$ cat src/rtl/uart_tx_scheduler_pkg.sv
// Shared types and helpers for the round-robin UART packet scheduler.
// Holds FSM encodings, the default header tag and the header-build function.
package uart_tx_scheduler_pkg;

    localparam int unsigned STATE_W = 3;
    localparam int unsigned ID_W    = 4;

    localparam logic [3:0] HDR_TAG_DEFAULT = 4'hA;

    typedef enum logic [STATE_W-1:0] {
        S_IDLE   = 3'd0,
        S_HDR_LO = 3'd1,
        S_HDR_HI = 3'd2,
        S_PAY_LO = 3'd3,
        S_PAY_HI = 3'd4
    } state_t;

    function automatic logic [7:0] hdr_byte(input logic [3:0] tag, input logic [ID_W-1:0] id);
        return {tag, id};
    endfunction

endpackage

$ cat src/rtl/uart_tx_scheduler_rr_arbiter.sv
// Combinational round-robin picker: first asserted request after 'last', wrapping.
module rr_arbiter #(
    parameter int unsigned NUM_REQ = 4,
    parameter int unsigned IDX_W   = 2
) (
    input  logic [NUM_REQ-1:0] req,
    input  logic [IDX_W-1:0]   last,
    output logic [NUM_REQ-1:0] grant,
    output logic [IDX_W-1:0]   grant_idx,
    output logic               any
);

    int unsigned idx;

    always_comb begin
        grant     = '0;
        grant_idx = '0;
        any       = 1'b0;
        idx       = 0;
        for (int unsigned k = 1; k <= NUM_REQ; k++) begin
            idx = (32'(last) + k) % NUM_REQ;
            if (!any && req[IDX_W'(idx)]) begin
                any                 = 1'b1;
                grant[IDX_W'(idx)]  = 1'b1;
                grant_idx           = IDX_W'(idx);
            end
        end
    end

endmodule

$ cat src/rtl/uart_tx_scheduler.sv
// Shares one 8N1 UART transmitter between NUM_REQ requesters; each grant
// produces a header byte {tag,id} followed by the requester's payload byte.
module uart_tx_scheduler
    import uart_tx_scheduler_pkg::*;
#(
    parameter int unsigned NUM_REQ       = 4,
    parameter logic [3:0]  HDR_TAG       = HDR_TAG_DEFAULT,
    parameter int unsigned START_TIMEOUT = 16
) (
    input  logic                 clk,
    input  logic                 rst,
    input  logic [NUM_REQ-1:0]   req,
    input  logic [8*NUM_REQ-1:0] req_data,
    output logic [NUM_REQ-1:0]   ack,
    output logic [7:0]           txbyte,
    output logic                 senddata,
    input  logic                 txdone,
    output logic                 busy,
    output logic [3:0]           grant_id,
    output logic                 err_timeout,
    output logic [15:0]          pkt_count
);

    localparam int unsigned IDX_W = (NUM_REQ > 1) ? $clog2(NUM_REQ) : 1;
    localparam int unsigned CNT_W = $clog2(START_TIMEOUT + 1);

    state_t             state, state_nx;
    logic [CNT_W-1:0]   cnt, cnt_nx;
    logic [IDX_W-1:0]   last, last_nx;
    logic [7:0]         payload, payload_nx;
    logic [NUM_REQ-1:0] ack_nx;
    logic [7:0]         txbyte_nx;
    logic               senddata_nx, busy_nx, err_nx;
    logic [3:0]         grant_id_nx;
    logic [15:0]        pkt_nx;

    logic [NUM_REQ-1:0] gnt_onehot;
    logic [IDX_W-1:0]   gnt_idx;
    logic               gnt_any;
    logic [7:0]         pay_sel;

    rr_arbiter #(
        .NUM_REQ (NUM_REQ),
        .IDX_W   (IDX_W)
    ) u_arb (
        .req       (req),
        .last      (last),
        .grant     (gnt_onehot),
        .grant_idx (gnt_idx),
        .any       (gnt_any)
    );

    always_comb begin
        pay_sel = '0;
        for (int i = 0; i < NUM_REQ; i++) begin
            if (gnt_onehot[i]) pay_sel = req_data[i*8 +: 8];
        end
    end

    // Next-state and registered-output logic
    always_comb begin
        state_nx    = state;
        cnt_nx      = cnt;
        last_nx     = last;
        payload_nx  = payload;
        ack_nx      = '0;
        senddata_nx = 1'b0;
        txbyte_nx   = txbyte;
        busy_nx     = busy;
        grant_id_nx = grant_id;
        err_nx      = err_timeout;
        pkt_nx      = pkt_count;
        case (state)
            S_IDLE: begin
                if (txdone && gnt_any) begin
                    ack_nx      = gnt_onehot;
                    payload_nx  = pay_sel;
                    grant_id_nx = 4'(gnt_idx);
                    last_nx     = gnt_idx;
                    busy_nx     = 1'b1;
                    txbyte_nx   = hdr_byte(HDR_TAG, 4'(gnt_idx));
                    senddata_nx = 1'b1;
                    cnt_nx      = '0;
                    state_nx    = S_HDR_LO;
                end
            end
            S_HDR_LO, S_PAY_LO: begin
                // Transmitter must acknowledge the start pulse by dropping txdone
                if (!txdone) begin
                    state_nx = (state == S_HDR_LO) ? S_HDR_HI : S_PAY_HI;
                end else if (cnt == CNT_W'(START_TIMEOUT - 1)) begin
                    err_nx   = 1'b1;
                    busy_nx  = 1'b0;
                    state_nx = S_IDLE;
                end else begin
                    cnt_nx = cnt + CNT_W'(1);
                end
            end
            S_HDR_HI: begin
                if (txdone) begin
                    txbyte_nx   = payload;
                    senddata_nx = 1'b1;
                    cnt_nx      = '0;
                    state_nx    = S_PAY_LO;
                end
            end
            S_PAY_HI: begin
                if (txdone) begin
                    pkt_nx   = pkt_count + 16'd1;
                    busy_nx  = 1'b0;
                    state_nx = S_IDLE;
                end
            end
            default: state_nx = S_IDLE;
        endcase
    end

    always_ff @(posedge clk) begin
        if (rst) begin
            state       <= S_IDLE;
            cnt         <= '0;
            last        <= IDX_W'(NUM_REQ - 1);
            payload     <= '0;
            ack         <= '0;
            senddata    <= 1'b0;
            txbyte      <= '0;
            busy        <= 1'b0;
            grant_id    <= '0;
            err_timeout <= 1'b0;
            pkt_count   <= '0;
        end else begin
            state       <= state_nx;
            cnt         <= cnt_nx;
            last        <= last_nx;
            payload     <= payload_nx;
            ack         <= ack_nx;
            senddata    <= senddata_nx;
            txbyte      <= txbyte_nx;
            busy        <= busy_nx;
            grant_id    <= grant_id_nx;
            err_timeout <= err_nx;
            pkt_count   <= pkt_nx;
        end
    end

endmodule

$ cat config.mk
export PLATFORM = sky130hd
export DESIGN_NAME = uart_tx_scheduler
export DESIGN_NICKNAME = d
export VERILOG_FILES = /design/src/rtl/uart_tx_scheduler_pkg.sv /design/src/rtl/uart_tx_scheduler_rr_arbiter.sv /design/src/rtl/uart_tx_scheduler.sv
export SDC_FILE = /design/constraint.sdc
export NUM_CORES = 1
export LEC_CHECK = 0
export CAP_MARGIN = 20
export CORE_UTILIZATION = 53
export CTS_CLUSTER_SIZE = 24
export DETAILED_ROUTE_END_ITERATION = 10
export MAX_ROUTING_LAYER = met4
export PLACE_DENSITY_LB_ADDON = 0.1
export SLEW_MARGIN = 15
export SYNTH_ARGS = -nofsm -noshare
export SYNTH_HDL_FRONTEND = slang
export SYNTH_SLANG_ARGS = --single-unit
$ cat constraint.sdc
create_clock -name clk -period 6.5 [get_ports clk]
set_input_delay 0.65 -clock clk [delete_from_list [all_inputs] [get_ports clk]]
set_output_delay 0.65 -clock clk [all_outputs]
set_load 0.05 [all_outputs]
Word level (Yosys, flattened, before mapping)
Cells that the tools add are included.

Bits of input ports: 39. Output and inout bits: 35. Word-level logic and storage cells: 121. Register bits after elaboration: 51.

Bitwise operators: 5. Add/sub/neg operators: 6. Muxes and demuxes: 55. Eq/ne operators: 12. Magnitude comparators: 8. Reduce and logical (&&, ||, !) cells: 24.

Operators with widths (count): 8-bit 2-to-1 mux (6); 5-bit 2-to-1 mux (4); 1-bit 2-to-1 mux (18); 3-bit 2-to-1 mux (6); 16-bit by 1-bit adder with 16-bit output (second input constant) (1); 4-bit 2-to-1 mux (4); 8-bit case mux with 2 select lines (1); 5-bit case mux with 3 select lines (1); 2-bit by 3-bit less-than comparator with 1-bit output (second input constant) (4); 2-bit != test (second input constant) (6); 4-bit OR (3); 3-bit case mux with 4 select lines (1); 5-bit AND reduction (2); 1-bit binary-select mux with 2-bit select (4); 1-bit demux with 2-bit select (4); 2-bit by 1-bit >= comparator with 1-bit output (second input constant) (4); 1-bit logical AND (8); 2-bit 2-to-1 mux (4); 3-bit by 2-bit == test with 1-bit output (second input constant) (2); 3-bit AND reduction (2); 3-bit nonzero test (2); 5-bit by 1-bit adder with 5-bit output (second input constant) (1); 5-bit by 4-bit == test with 1-bit output (second input constant) (1); 2-bit by 1-bit adder with 2-bit output (second input constant) (2); 14 further kinds (19).

Depth between registers and ports, before layout
Gate-level depths: netlist of the first run.

Depth in word-level cells: 17. Mapped depth: 10. Gate-level depth less buffers: 8.

Cells and area by module
From an unflattened synthesis of the first run, not the netlist that was laid out.

Cells, all modules: 346. Area, all modules: 2865.2 um^2.

By module, submodules not included: uart_tx_scheduler (instances 1, seq. area each 1021.0 um^2, cells each 278, area an instance 2339.7 um^2); rr_arbiter (instances 1, seq. area each 0.0 um^2, cells each 68, area an instance 525.5 um^2).

Worst setup path after synthesis of the first run
No wires, ideal clock.

Path type: reg2reg. Start: register last[0]. End: register payload[0]. Period minus slack after synthesis: 2716 ps. Required time: 6384 ps. Library setup time: 116 ps. Stages on the path, launching flop included: 10. Path slack: 3784 ps. Arrival: 2600 ps. Buffers on the path: 2. Cells stage by stage: dfxtp_1 > buf_6 > inv_2 > ha_1 > mux4_2 > mux2_4 > a221oi_4 > buf_6 > o2111ai_1 > o211a_1.

Longest elaborated chain between the ends: 17. Elaborated cells on any way between the ends: 55. Classes of those cells: 4 x add/sub; 8 x order compare; 28 x mux; 3 x bitwise; 12 x reduce/logical.

Ends and longest elaborated chain: start, declared (RTL line uart_tx_scheduler.sv:29) `logic [IDX_W-1:0] last, last_nx;`; start signal, assigned (RTL line uart_tx_scheduler.sv:122) `last <= IDX_W'(NUM_REQ - 1);`; start signal, assigned (RTL line uart_tx_scheduler.sv:134) `last <= last_nx;`; branches (longest 17 deep; another with 2-bit by 3-bit less-than comparator with 1-bit output); end signal, assigned (RTL line uart_tx_scheduler.sv:135) `payload <= payload_nx;`; end, declared (RTL line uart_tx_scheduler.sv:30) `logic [7:0] payload, payload_nx;`.

Several ways; the timed one is not identified. The select of a mux whose other input is x is not followed. A chain may end at the register's enable or synchronous reset.

Final worst setup path of the first run
Start: input req[1]. End: register txbyte[2].

Longest elaborated chain between the ends: 15. Elaborated cells on any way between the ends: 21. Classes of those cells: 1 x eq/ne; 12 x mux; 8 x reduce/logical.

Ends and longest elaborated chain: start, declared (RTL line uart_tx_scheduler.sv:12) `input logic [NUM_REQ-1:0] req,`; 1-bit binary-select mux with 2-bit select (RTL line uart_tx_scheduler_rr_arbiter.sv:22) `if (!any && req[IDX_W'(idx)]) begin`; 1-bit 2-to-1 mux (not written as such) (RTL line uart_tx_scheduler_rr_arbiter.sv:22); 1-bit 2-to-1 mux (RTL line uart_tx_scheduler_rr_arbiter.sv:22); 1-bit zero test (RTL line uart_tx_scheduler_rr_arbiter.sv:22); 1-bit logical AND (RTL line uart_tx_scheduler_rr_arbiter.sv:22); 1-bit 2-to-1 mux (RTL line uart_tx_scheduler_rr_arbiter.sv:22); 1-bit zero test (RTL line uart_tx_scheduler_rr_arbiter.sv:22); 1-bit logical AND (RTL line uart_tx_scheduler_rr_arbiter.sv:22); 1-bit 2-to-1 mux (RTL line uart_tx_scheduler_rr_arbiter.sv:22); 1-bit zero test (RTL line uart_tx_scheduler_rr_arbiter.sv:22); 1-bit logical AND (RTL line uart_tx_scheduler_rr_arbiter.sv:22); 1-bit 2-to-1 mux * (RTL line uart_tx_scheduler_rr_arbiter.sv:22); 1-bit logical AND * (RTL line uart_tx_scheduler.sv:75) `if (txdone && gnt_any) begin`; 2-bit != test (no line) *; 3-bit AND reduction (no line) *; end signal, assigned (RTL line uart_tx_scheduler.sv:138) `txbyte <= txbyte_nx;`; end, declared (RTL line uart_tx_scheduler.sv:15) `output logic [7:0] txbyte,`.

Every way passes the cells marked *; elsewhere a longest branch is shown, timed or not. The select of a mux whose other input is x is not followed.

==> results.md, run 1 <==
* Initial DRT Pass Iterations at 4
* Syn avg cell area at about 8.4 sq um
* H-tree levels at 2
* Post_cts resized at 0
* CTS Sinks at ~50
* Min Hold Slack at 0.460 ns
* Core Region at between 5000 and 6000 sq um
* IO Port Bufs at 71
* CP peak stage delay at approximately 0.8 ns
* Yosys warning total at 0
* Final setup viols at 0
* Mux cell area share after synthesis at 0.0382
* Max frequency at between 200 and 300 MHz
* Post-Synth Simple-Gate Area at 0.258
* Post-Synth XOR/XNOR Area at 0.0416
* Largest family of logic cells by synthesized area: simple AND/OR/NAND/NOR gates
* Die width at between 70 and 80 microns
* RSZ-0062 raised after global routing: false
* Post-synthesis sequential area ratio at 0.346
* Post-synth EDFFs at 0
* Hold Buf Count CTS at 0
* Status: complete, no violations
* Share of cells above drive strength 1 at 0.0585
* Commonest non-fill, non-tap cell in the layout: clkdlybuf4s50_1
* Worst-Skew Late Latency at 0.31 ns
* Area after DPL at between 3000 and 4000 sq um
* Global-route wire length before repair at between 10 and 15 mm
* Area Growth Syn to Fin at 26.9%
* Die span in y at roughly 77 microns
* Post-layout instance area at 3740 sq um
* Leakage at approximately 1.5 nW
* Nets at 460
* Final Hold Fails at 0
* Clock buffer depth at 2
* Via count at roughly 2,800
* Ant. Diodes at 0
* CTS tree: yes
* Initial DRC Count at around 210
* Power Dens Cells at approximately 220 nW/um^2
* Post-Syn Area at between 2000 and 3000 sq um
* Synth area leaders: dfxtp_1 (35%), nor2_1 (5.3%), nand2_1 (4.7%)
* Worst Path Required at about 6.7 ns
* Setup ws final at 3.11 ns
* Top FF cell, synth: dfxtp_1
* Synth top area share at 0.346
* Setup TNS at 0 ns
* Worst Path Arrival at around 3.6 ns
* IO Pins at 74
* Dpl ws at 2.88 ns
* Final period utilization at 0.521
* Fraction of the mapped netlist area in adder cells at 0.0467
* Placed insts at roughly 470
* Dominant cell type by area after synthesis: dfxtp_1
* HP Class: reg -> reg
* Aggregate routed wire length at a little over 7 mm
* CP Cell Sequence: clkdlybuf4s50_1 > nor4_1 > or3_1 > nand2_1 > nand3_1 > a21oi_1
* Starting density of the core at 0.563
* CP Max Fanout at 32
* Slowest CP cell: or3_1
* Grt ovf at 0
* FP Rows at 26
* Routed WL per cell at about 15 microns
* Cts bufs inserted at 5
* Residual DRC at 0
* Post-DR vias/cell at between 5 and 6
* Pin count of the biggest net entering global routing at 52
* Max Transition Viols Final at 0
* Clock Pin Slew Worst Setup and Hold Paths at 0.09 ns
* IR drop worst, VDD at approximately 130 uV
* Least-Margin Pin Slew at 0.928 ns
* CP startpoint kind: input port
* Die ar. at between 5000 and 6000 sq um
* Fraction of registers with async set/reset at 0
* Final Skew at between 0.007 and 0.008 ns
* CP Class: in -> reg
* Non-filler cells in the finished layout at between 400 and 500
* Netlist cell types at 53
* Antenna violations before repair at 0
* Vias in the first global route at between 2,000 and 3,000
* Total track usage at 0.257
* CP endpoint kind: flip-flop
* DPL Wire Length at 4.96 mm
* #FFs+latches synth at 51
* Cells after Synth at 353
* Max_cap viols at 0
* Most frequent cells in the layout: clkdlybuf4s50_1 (71), dfxtp_1 (51), nor2_1 (42)
* Max_slew headroom at 0.381
* CTS root buf: clkbuf_8
* Gpl congestion at 0.821
* Detail Route Antenna Nets at 0
* # Post-CTS Setup Buffers at 0
* Crit path time final at ~3.4 ns
* Compound-Gate Fraction of Synth Area at 0.201
kinds of logic (layout without fill, tap and decap cells):
family | after synthesis | after routing
AND/OR/NAND/NOR | 154 | 154
AO/OA/AOI/OAI | 76 | 76
flip-flops | 51 | 51
buffers and inverters | 39 | 95
XOR/XNOR | 14 | 14
adder cells (fa/ha/maj) | 11 | 11
multiplexers | 7 | 7
other | 1 | 2
per-layer routing:
| metal | track usage | share of wire | wire length, microns |
|---|---|---|---|
| met1 | 0.329 | 0.46 | 3320 |
| met3 | 0.0419 | 0.047 | 339 |
| met5 | - | 0 | 0 |
| met4 | 0.0885 | 0.017 | 119 |
| met2 | 0.412 | 0.47 | 3400 |
worst max-delay path: cells and delay by family:
| family | cells | cell delay (ns) |
|---|---|---|
| buffers and inverters | 1 | 0.59 |
| and+or+nand+nor | 4 | 2.22 |
| AOI/OAI and AO/OA | 1 | 0.09 |
worst paths after layout:
check                                 end  slack (ns)  cells past startpoint                    from
setup / recovery   txbyte[2]$_SDFFE_PP0P_        3.11                      6                  req[1]
hold reg to reg    txbyte[6]$_SDFFE_PP0P_        0.46                      2  txbyte[6]$_SDFFE_PP0P_
setup reg to reg  payload[4]$_SDFFE_PP0P_        3.13                      8    last[0]$_SDFFE_PP1P_
hold / removal     txbyte[6]$_SDFFE_PP0P_        0.46                      2  txbyte[6]$_SDFFE_PP0P_
final cells by class:
class                      instances  area, sq um
clock inverter                     2         37.5
timing repair buffer              74          733
sequential                        51         1020
fill                             456         1500
inverter                          14         52.6
multi-input combinational        264         1740
tap                               70         87.6
clock buffer                       5         68.8
power breakdown:
group          switching (mW)  leakage (nW)  internal (mW)
clock                   0.104        0.0502          0.113
sequential             0.0208         0.415          0.329
combinational           0.145          1.05          0.106
synth_stat cells, types with 8 or more instances:
master      n
a21oi_1    26
a311oi_1    9
and3_1     11
clkbuf_1   14
dfxtp_1    51
ha_1       11
inv_1      13
nand2_1    37
nand3_1    12
nor2_1     42
nor3_1     17
o2111ai_1   8
o211a_1     8
or3_1      12
xor2_1     11
through the flow:
stage | total power, mW | util
6_report | 0.817 | 0.714
5_1_grt | 0.859 | 0.714
3_5_place_dp | 0.605 | 0.693
3_3_place_gp | 0.599 | 0.693
2_1_floorplan | 0.537 | -
4_1_cts | 0.818 | 0.713
sequential cells by signal, indices dropped and copies added (netlist names):
name and count:
pkt_count 16, payload 8, txbyte 8, cnt 5, ack 4, state 3, grant_id 2, last 2
busy 1, err_timeout 1, senddata 1
Note: power is estimated with default switching activity, not from simulation.
==> run 2: changes to the inputs <==
Settings changed: CORE_UTILIZATION 53 to 49.
Clock period 6.5 ns to 3.2 ns, I/O delays scaled along.
==> run 2 against run 1 <==
  * Via count is 0.97% higher
  * Critical path depth is 2 higher
  * First-iteration DRC count down 30%
  * Worst hold slack improved by 0.014 ns
  * Die area is 7.9% higher
  * Count of clock-buffer cells in the layout unchanged
  * Power is 110% higher
  * Cell count increased by 2.5%
  * Sequential share of layout area down 0.49 points
==> results.md, run 2 (synthesis gave the netlist of run 1 again) <==
* Starting density of the core at 0.523
* Die span in y at just under 80 microns
* Max_cap viols at 0
* CP endpoint kind: flip-flop
* Setup ws final at 0.577 ns
* Via count at about 2,800
* CP Max Fanout at 10
* Share of cells above drive strength 1 at 0.0810
* H-tree levels at 2
* Slowest CP cell: mux4_2
* CTS Sinks at 51
* Met3 WL at between 200 and 300 microns
* IR drop worst, VDD at 297 uV
* Leakage at around 1.6 nW
* Max_slew headroom at 0.381
* Post_cts resized at 0
* Clock buffer depth at 2
* CP Class: reg -> reg
* Post-DR vias/cell at 5.70
* Pin count of the biggest net entering global routing at 52
* Vias in the first global route at around 2,600
* Die width at 79.6 microns
* Post-Route Utilization at 0.675
* Max reg flops at 16
* IO Pins at 74
* Post-layout instance area at between 3000 and 4000 sq um
* Routed WL per cell at ~15 microns
* Largest regs: pkt_count x16, payload x8, txbyte x8
* Gpl congestion at 0.867
* Final Power at 1.71 mW
* Die ar. at between 6000 and 7000 sq um
* Ant. Diodes at 0
* Worst Path Arrival at about 2.9 ns
* WL met2 at roughly 3.5 mm
* Final period utilization at 0.820
* RSZ-0062 raised after global routing: false
* Initial DRC Count at ~150
* Highest routed layer: met4
* Detail Route Antenna Nets at 0
* Residual DRC at 0
* IO Port Bufs at 71
* Area Growth Syn to Fin at 29.2%
* CTS tree: yes
* Initial DRT Pass Iterations at 4
* Most flops, register: pkt_count
* Worst Path Required at between 3 and 4 ns
* Grt ovf at 0
* Setup TNS at 0 ns
* Most frequent cells in the layout: clkdlybuf4s50_1 (70), dfxtp_1 (51), nor2_1 (42)
* CP peak stage delay at about 0.45 ns
* Power Dens Cells at ~450 nW/um^2
* Total track usage at 0.248
* Max Transition Viols Final at 0
* Dpl ws at around 0.34 ns
* Filler cells at 481
* Nets at 469
* # Post-CTS Setup Buffers at 0
* Status: complete, no violations
* Final setup viols at 0
* Max frequency at between 300 and 400 MHz
* HP Class: reg -> reg
* Crit path time final at 2.62 ns
* CP startpoint kind: flip-flop
* Aggregate routed wire length at between 7 and 8 mm
* Least-Margin Pin Slew at between 0.9 and 1 ns
* Global-route wire length before repair at between 10 and 15 mm
* Hold Buf Count CTS at 0
* DPL Wire Length at ~5.1 mm
* CP Cell Sequence: inv_2 > ha_1 > mux4_2 > nand2_1 > o21ai_0 > a221o_1 > a311oi_1 > o211a_1
* WL met1 at approximately 3.4 mm
* Core Region at roughly 5600 sq um
* Worst-Skew Late Latency at between 0.3 and 0.4 ns
* Cts bufs inserted at 5
* Clock Pin Slew Worst Setup and Hold Paths at roughly 0.1 ns
* Final Skew at about 0.011 ns
* Commonest non-fill, non-tap cell in the layout: clkdlybuf4s50_1
* Final Hold Fails at 0
* Antenna violations before repair at 0
* FP Rows at 27
* CTS root buf: clkbuf_8
* Area after DPL at ~3700 sq um
run 2: cell count changes in the layout (fill, tap and decap cells not counted):
cell / previous run / this run
nor3b_1: 3 / 4
buf_4: 3 / 12
inv_6: 0 / 1
clkdlybuf4s50_1: 71 / 70
buf_2: 0 / 1
nor3b_2: 1 / 0
run 2: worst max-delay path, delay by kind of cell (launching register included):
family	cells	cell delay (ns)
AOI/OAI and AO/OA	4	1.14
adders and majority gates	1	0.41
muxes	1	0.45
DFF	1	0.36
and+or+nand+nor	1	0.11
buffers and inverters	1	0.08
run 2: final timing paths:
path	to	startpoint	cells after the start	slack, ns
worst max-delay path	payload[5]$_SDFFE_PP0P_	last[0]$_SDFFE_PP1P_	8	0.58
worst min-delay path	txbyte[4]$_SDFFE_PP0P_	txbyte[4]$_SDFFE_PP0P_	2	0.47
worst max register to register	payload[5]$_SDFFE_PP0P_	last[0]$_SDFFE_PP1P_	8	0.58
worst min register to register	txbyte[4]$_SDFFE_PP0P_	txbyte[4]$_SDFFE_PP0P_	2	0.47
run 2: cell type report:
type / count / area, sq um / share of cell area
clock buffer: 5 / 68.8 / 0.0181
clock inverter: 3 / 46.3 / 0.0122
inverter: 14 / 52.6 / 0.0138
multi-input combinational: 264 / 1730 / 0.455
sequential: 51 / 1020 / 0.268
tap: 72 / 90.1 / 0.0237
timing repair buffer: 83 / 796 / 0.209
run 2: routing by layer:
layer,up-vias,GRT usage
li1,1398,-
met1,1330,0.315
met2,67,0.406
met3,7,0.0400
met4,0,0.0709
met5,-,-
run 2: where the power goes:
| part | switching [mW] | leakage, nW | internal (mW) |
|---|---|---|---|
| Sequential | 0.0283 | 0.415 | 0.669 |
| Clock | 0.231 | 0.0548 | 0.236 |
| Combinational | 0.313 | 1.09 | 0.230 |
| Total | 0.572 | 1.55 | 1.14 |
run 2: metrics by stage:
stage / hold slack, ns / cells
detailed placement: 0.449 / 484
CTS: 0.472 / 492
floorplan: 0.449 / 354
finish: 0.475 / 492
global route: 0.481 / 492
global placement: 0.453 / 484
==> run 3: changes to the inputs <==
Settings changed: CORE_UTILIZATION 49 to 45.
Clock period 3.2 ns to 2.2 ns, I/O delays scaled along.
==> run 3 against run 2 <==
  * The flow now finishes with violations (negative setup slack)
  * Sequential share of layout area decreased by 3.0 points
  * Count of clock-buffer cells in the layout increased by 2
  * Worst setup slack got worse by 0.78 ns
  * Power increased by 53%
  * Die area increased by 8.7%
  * Routed wire length increased by 11%
  * Clock skew decreased by 0.0030 ns
  * Clock power increased by 25%
  * Global-route usage decreased by 0.77 points
  * Flip-flop and latch count unchanged
  * Sequential power increased by 46%
  * Fmax increased by 9.4%
  * Largest power group unchanged
  * Highest routed layer unchanged
==> results.md, run 3 (synthesis gave the netlist of run 1 again) <==
* Final Skew at roughly 0.0084 ns
* Max Transition Viols Final at 0
* Clock buffer depth at 2
* Die span in y at between 80 and 90 microns
* CTS root buf: clkbuf_8
* Area Growth Syn to Fin at 46.1%
* CP peak stage delay at 0.41 ns
* CP Max Fanout at 17
* CP Cell Sequence: clkinv_4 > ha_4 > mux4_2 > mux2_4 > a221oi_4 > buf_12 > o2111ai_1 > o211a_1
* CP startpoint kind: flip-flop
* Crit path time final at 2.40 ns
* Setup TNS at -1.58 ns
* IO Pins at between 70 and 80
* Status: finished with violations
* Non-filler cells in the finished layout at roughly 540
* Max_cap viols at 0
* FP Rows at 29
* Final setup viols at 10
* IR drop worst, VDD at 372 uV
* Most flops, register: pkt_count
* Worst-Skew Late Latency at about 0.31 ns
* Routed WL per cell at 14.9 microns
* Post-Route Utilization at 0.678
* Crit path max-delay family: multiplexers
* Leakage at approximately 1.8 nW
* CP Class: reg -> reg
* Reg2reg setup slack at -0.20 ns
* Vias in the first global route at approximately 2,900
* Initial DRT Pass Iterations at 4
* Pin count of the biggest net entering global routing at 48
* Commonest non-fill, non-tap cell in the layout: clkdlybuf4s50_1
* Detail Route Antenna Nets at 0
* HP Class: in -> reg
* Total track usage at 0.240
* FF-to-FF End: payload[6]$_SDFFE_PP0P_
* Die ar. at about 6900 sq um
* Max reg flops at 16
* Global-route wire length before repair at roughly 13 mm
* Clock Pin Slew Worst Setup and Hold Paths at 0.10 ns
* Capture point of the worst path: payload[6]$_SDFFE_PP0P_
* Slowest CP cell: dfxtp_4
* Dpl ws at -0.381 ns
* Path depth of the worst reg2reg path at 8
* Grt ovf at 0
* Worst Path Required at roughly 2.4 ns
* Stages on worst setup path at 8
* Placed insts at around 520
* Initial DRC Count at around 180
* Share of cells above drive strength 1 at 0.194
* Crit path from: last[0]$_SDFFE_PP1P_
* CP endpoint kind: flip-flop
* Via count at around 3,000
* Worst Path Buf+Inv at 2
* Final period utilization at 1.09
* Core Region at roughly 6300 sq um
* Starting density of the core at 0.464
* Cts bufs inserted at 5
* Die width at 82.9 microns
* Final Hold Fails at 0
* Aggregate routed wire length at 8.08 mm
* Residual DRC at 0
* RSZ-0062 raised after global routing: true
* Min-Delay Path Depth at 2
* Max_slew headroom at 0.643
* Largest regs: pkt_count x16, payload x8, txbyte x8
* IO Port Bufs at 71
* Most frequent cells in the layout: clkdlybuf4s50_1 (68), dfxtp_1 (49), buf_4 (47)
* Nets at 514
* Worst Path Arrival at around 2.6 ns
* Filler cells at between 500 and 600
* Antenna violations before repair at 0
* Power Dens Cells at 605 nW/um^2
* Post-DR vias/cell at around 5.6
* Setup ws final at -0.198 ns
* CTS Sinks at 51
* CTS tree: yes
* Max frequency at between 400 and 500 MHz
* Final Power at 2.61 mW
* H-tree levels at 2
* Worst r2r src: last[0]$_SDFFE_PP1P_
* DPL Wire Length at about 5.7 mm
* Hold Buf Count CTS at 0
* Gpl congestion at roughly 0.85
* Failing checks: negative setup slack
* Least-Margin Pin Slew at ~0.53 ns
* Ant. Diodes at 0
## run 3: cell count changes in the layout (fill, tap and decap cells not counted), moves of 2 or more
cell / delta
a21oi_1: -2
a21oi_2: +2
a221o_1: -2
a221o_2: +2
buf_12: +6
buf_4: +35
buf_6: +2
clkdlybuf4s50_1: -2
dfxtp_1: -2
dlymetal6s2s_1: +2
nor3_1: -2
nor3_2: +2
## run 3: report_power, final
| part | total (mW) | internal [mW] | switching [mW] |
|---|---|---|---|
| Sequential | 1.02 | 0.974 | 0.0482 |
| Clock | 0.585 | 0.261 | 0.324 |
| Combinational | 0.998 | 0.488 | 0.511 |
| Total | 2.61 | 1.72 | 0.883 |
## run 3: worst min-delay path by stage
stage,startpoint,to,slack [ns]
finish,rst,ack[0]$_SDFF_PP0_,0.17
global route,rst,ack[0]$_SDFF_PP0_,0.19
CTS,rst,ack[0]$_SDFF_PP0_,0.17
detailed placement,txbyte[2]$_SDFFE_PP0P_,txbyte[2]$_SDFFE_PP0P_,0.45
global placement,txbyte[6]$_SDFFE_PP0P_,txbyte[6]$_SDFFE_PP0P_,0.44
floorplan,cnt[1]$_SDFFE_PP0P_,cnt[1]$_SDFFE_PP0P_,0.45
## run 3: final cells by class
type                            instances  area [sq um]  share of cell area
Clock buffer                            7          86.3              0.0200
Clock inverter                          1          8.76             0.00203
Inverter                               14          57.6              0.0134
Multi-Input combinational cell        265          1810               0.420
Sequential cell                        51          1030               0.238
Tap cell                               77          96.3              0.0224
Timing Repair Buffer                  127          1220               0.284
## run 3: per-stage QoR
stage	hold slack, ns	instance area (sq um)
after global placement	0.443	4040
after global routing	0.188	4310
after detailed placement	0.451	4040
after CTS	0.169	4170
final	0.174	4310
after floorplan	0.449	2980
## run 3: timing repair
item | in CTS | in global routing
setup buffers | 1 | 10
gates cloned | 1 | 0
resized for setup | 2 | 14
endpoints found under the setup margin | 8 | 25
pin swaps | 0 | 6
## run 3: worst reg2reg max path: stages (launching register included)
cell       delay, ns
dfxtp_4         0.41
clkinv_4        0.07
ha_4            0.31
mux4_2          0.40
mux2_4          0.35
a221oi_4        0.24
buf_12          0.18
o2111ai_1       0.13
o211a_1         0.22
## run 3: per-layer routing
layer / up-vias / GRT usage / wire [microns]
met5: - / - / 0
met1: 1448 / 0.300 / 3640
met3: 11 / 0.0348 / 361
met4: 0 / 0.0815 / 106
li1: 1493 / - / -
met2: 79 / 0.399 / 3970
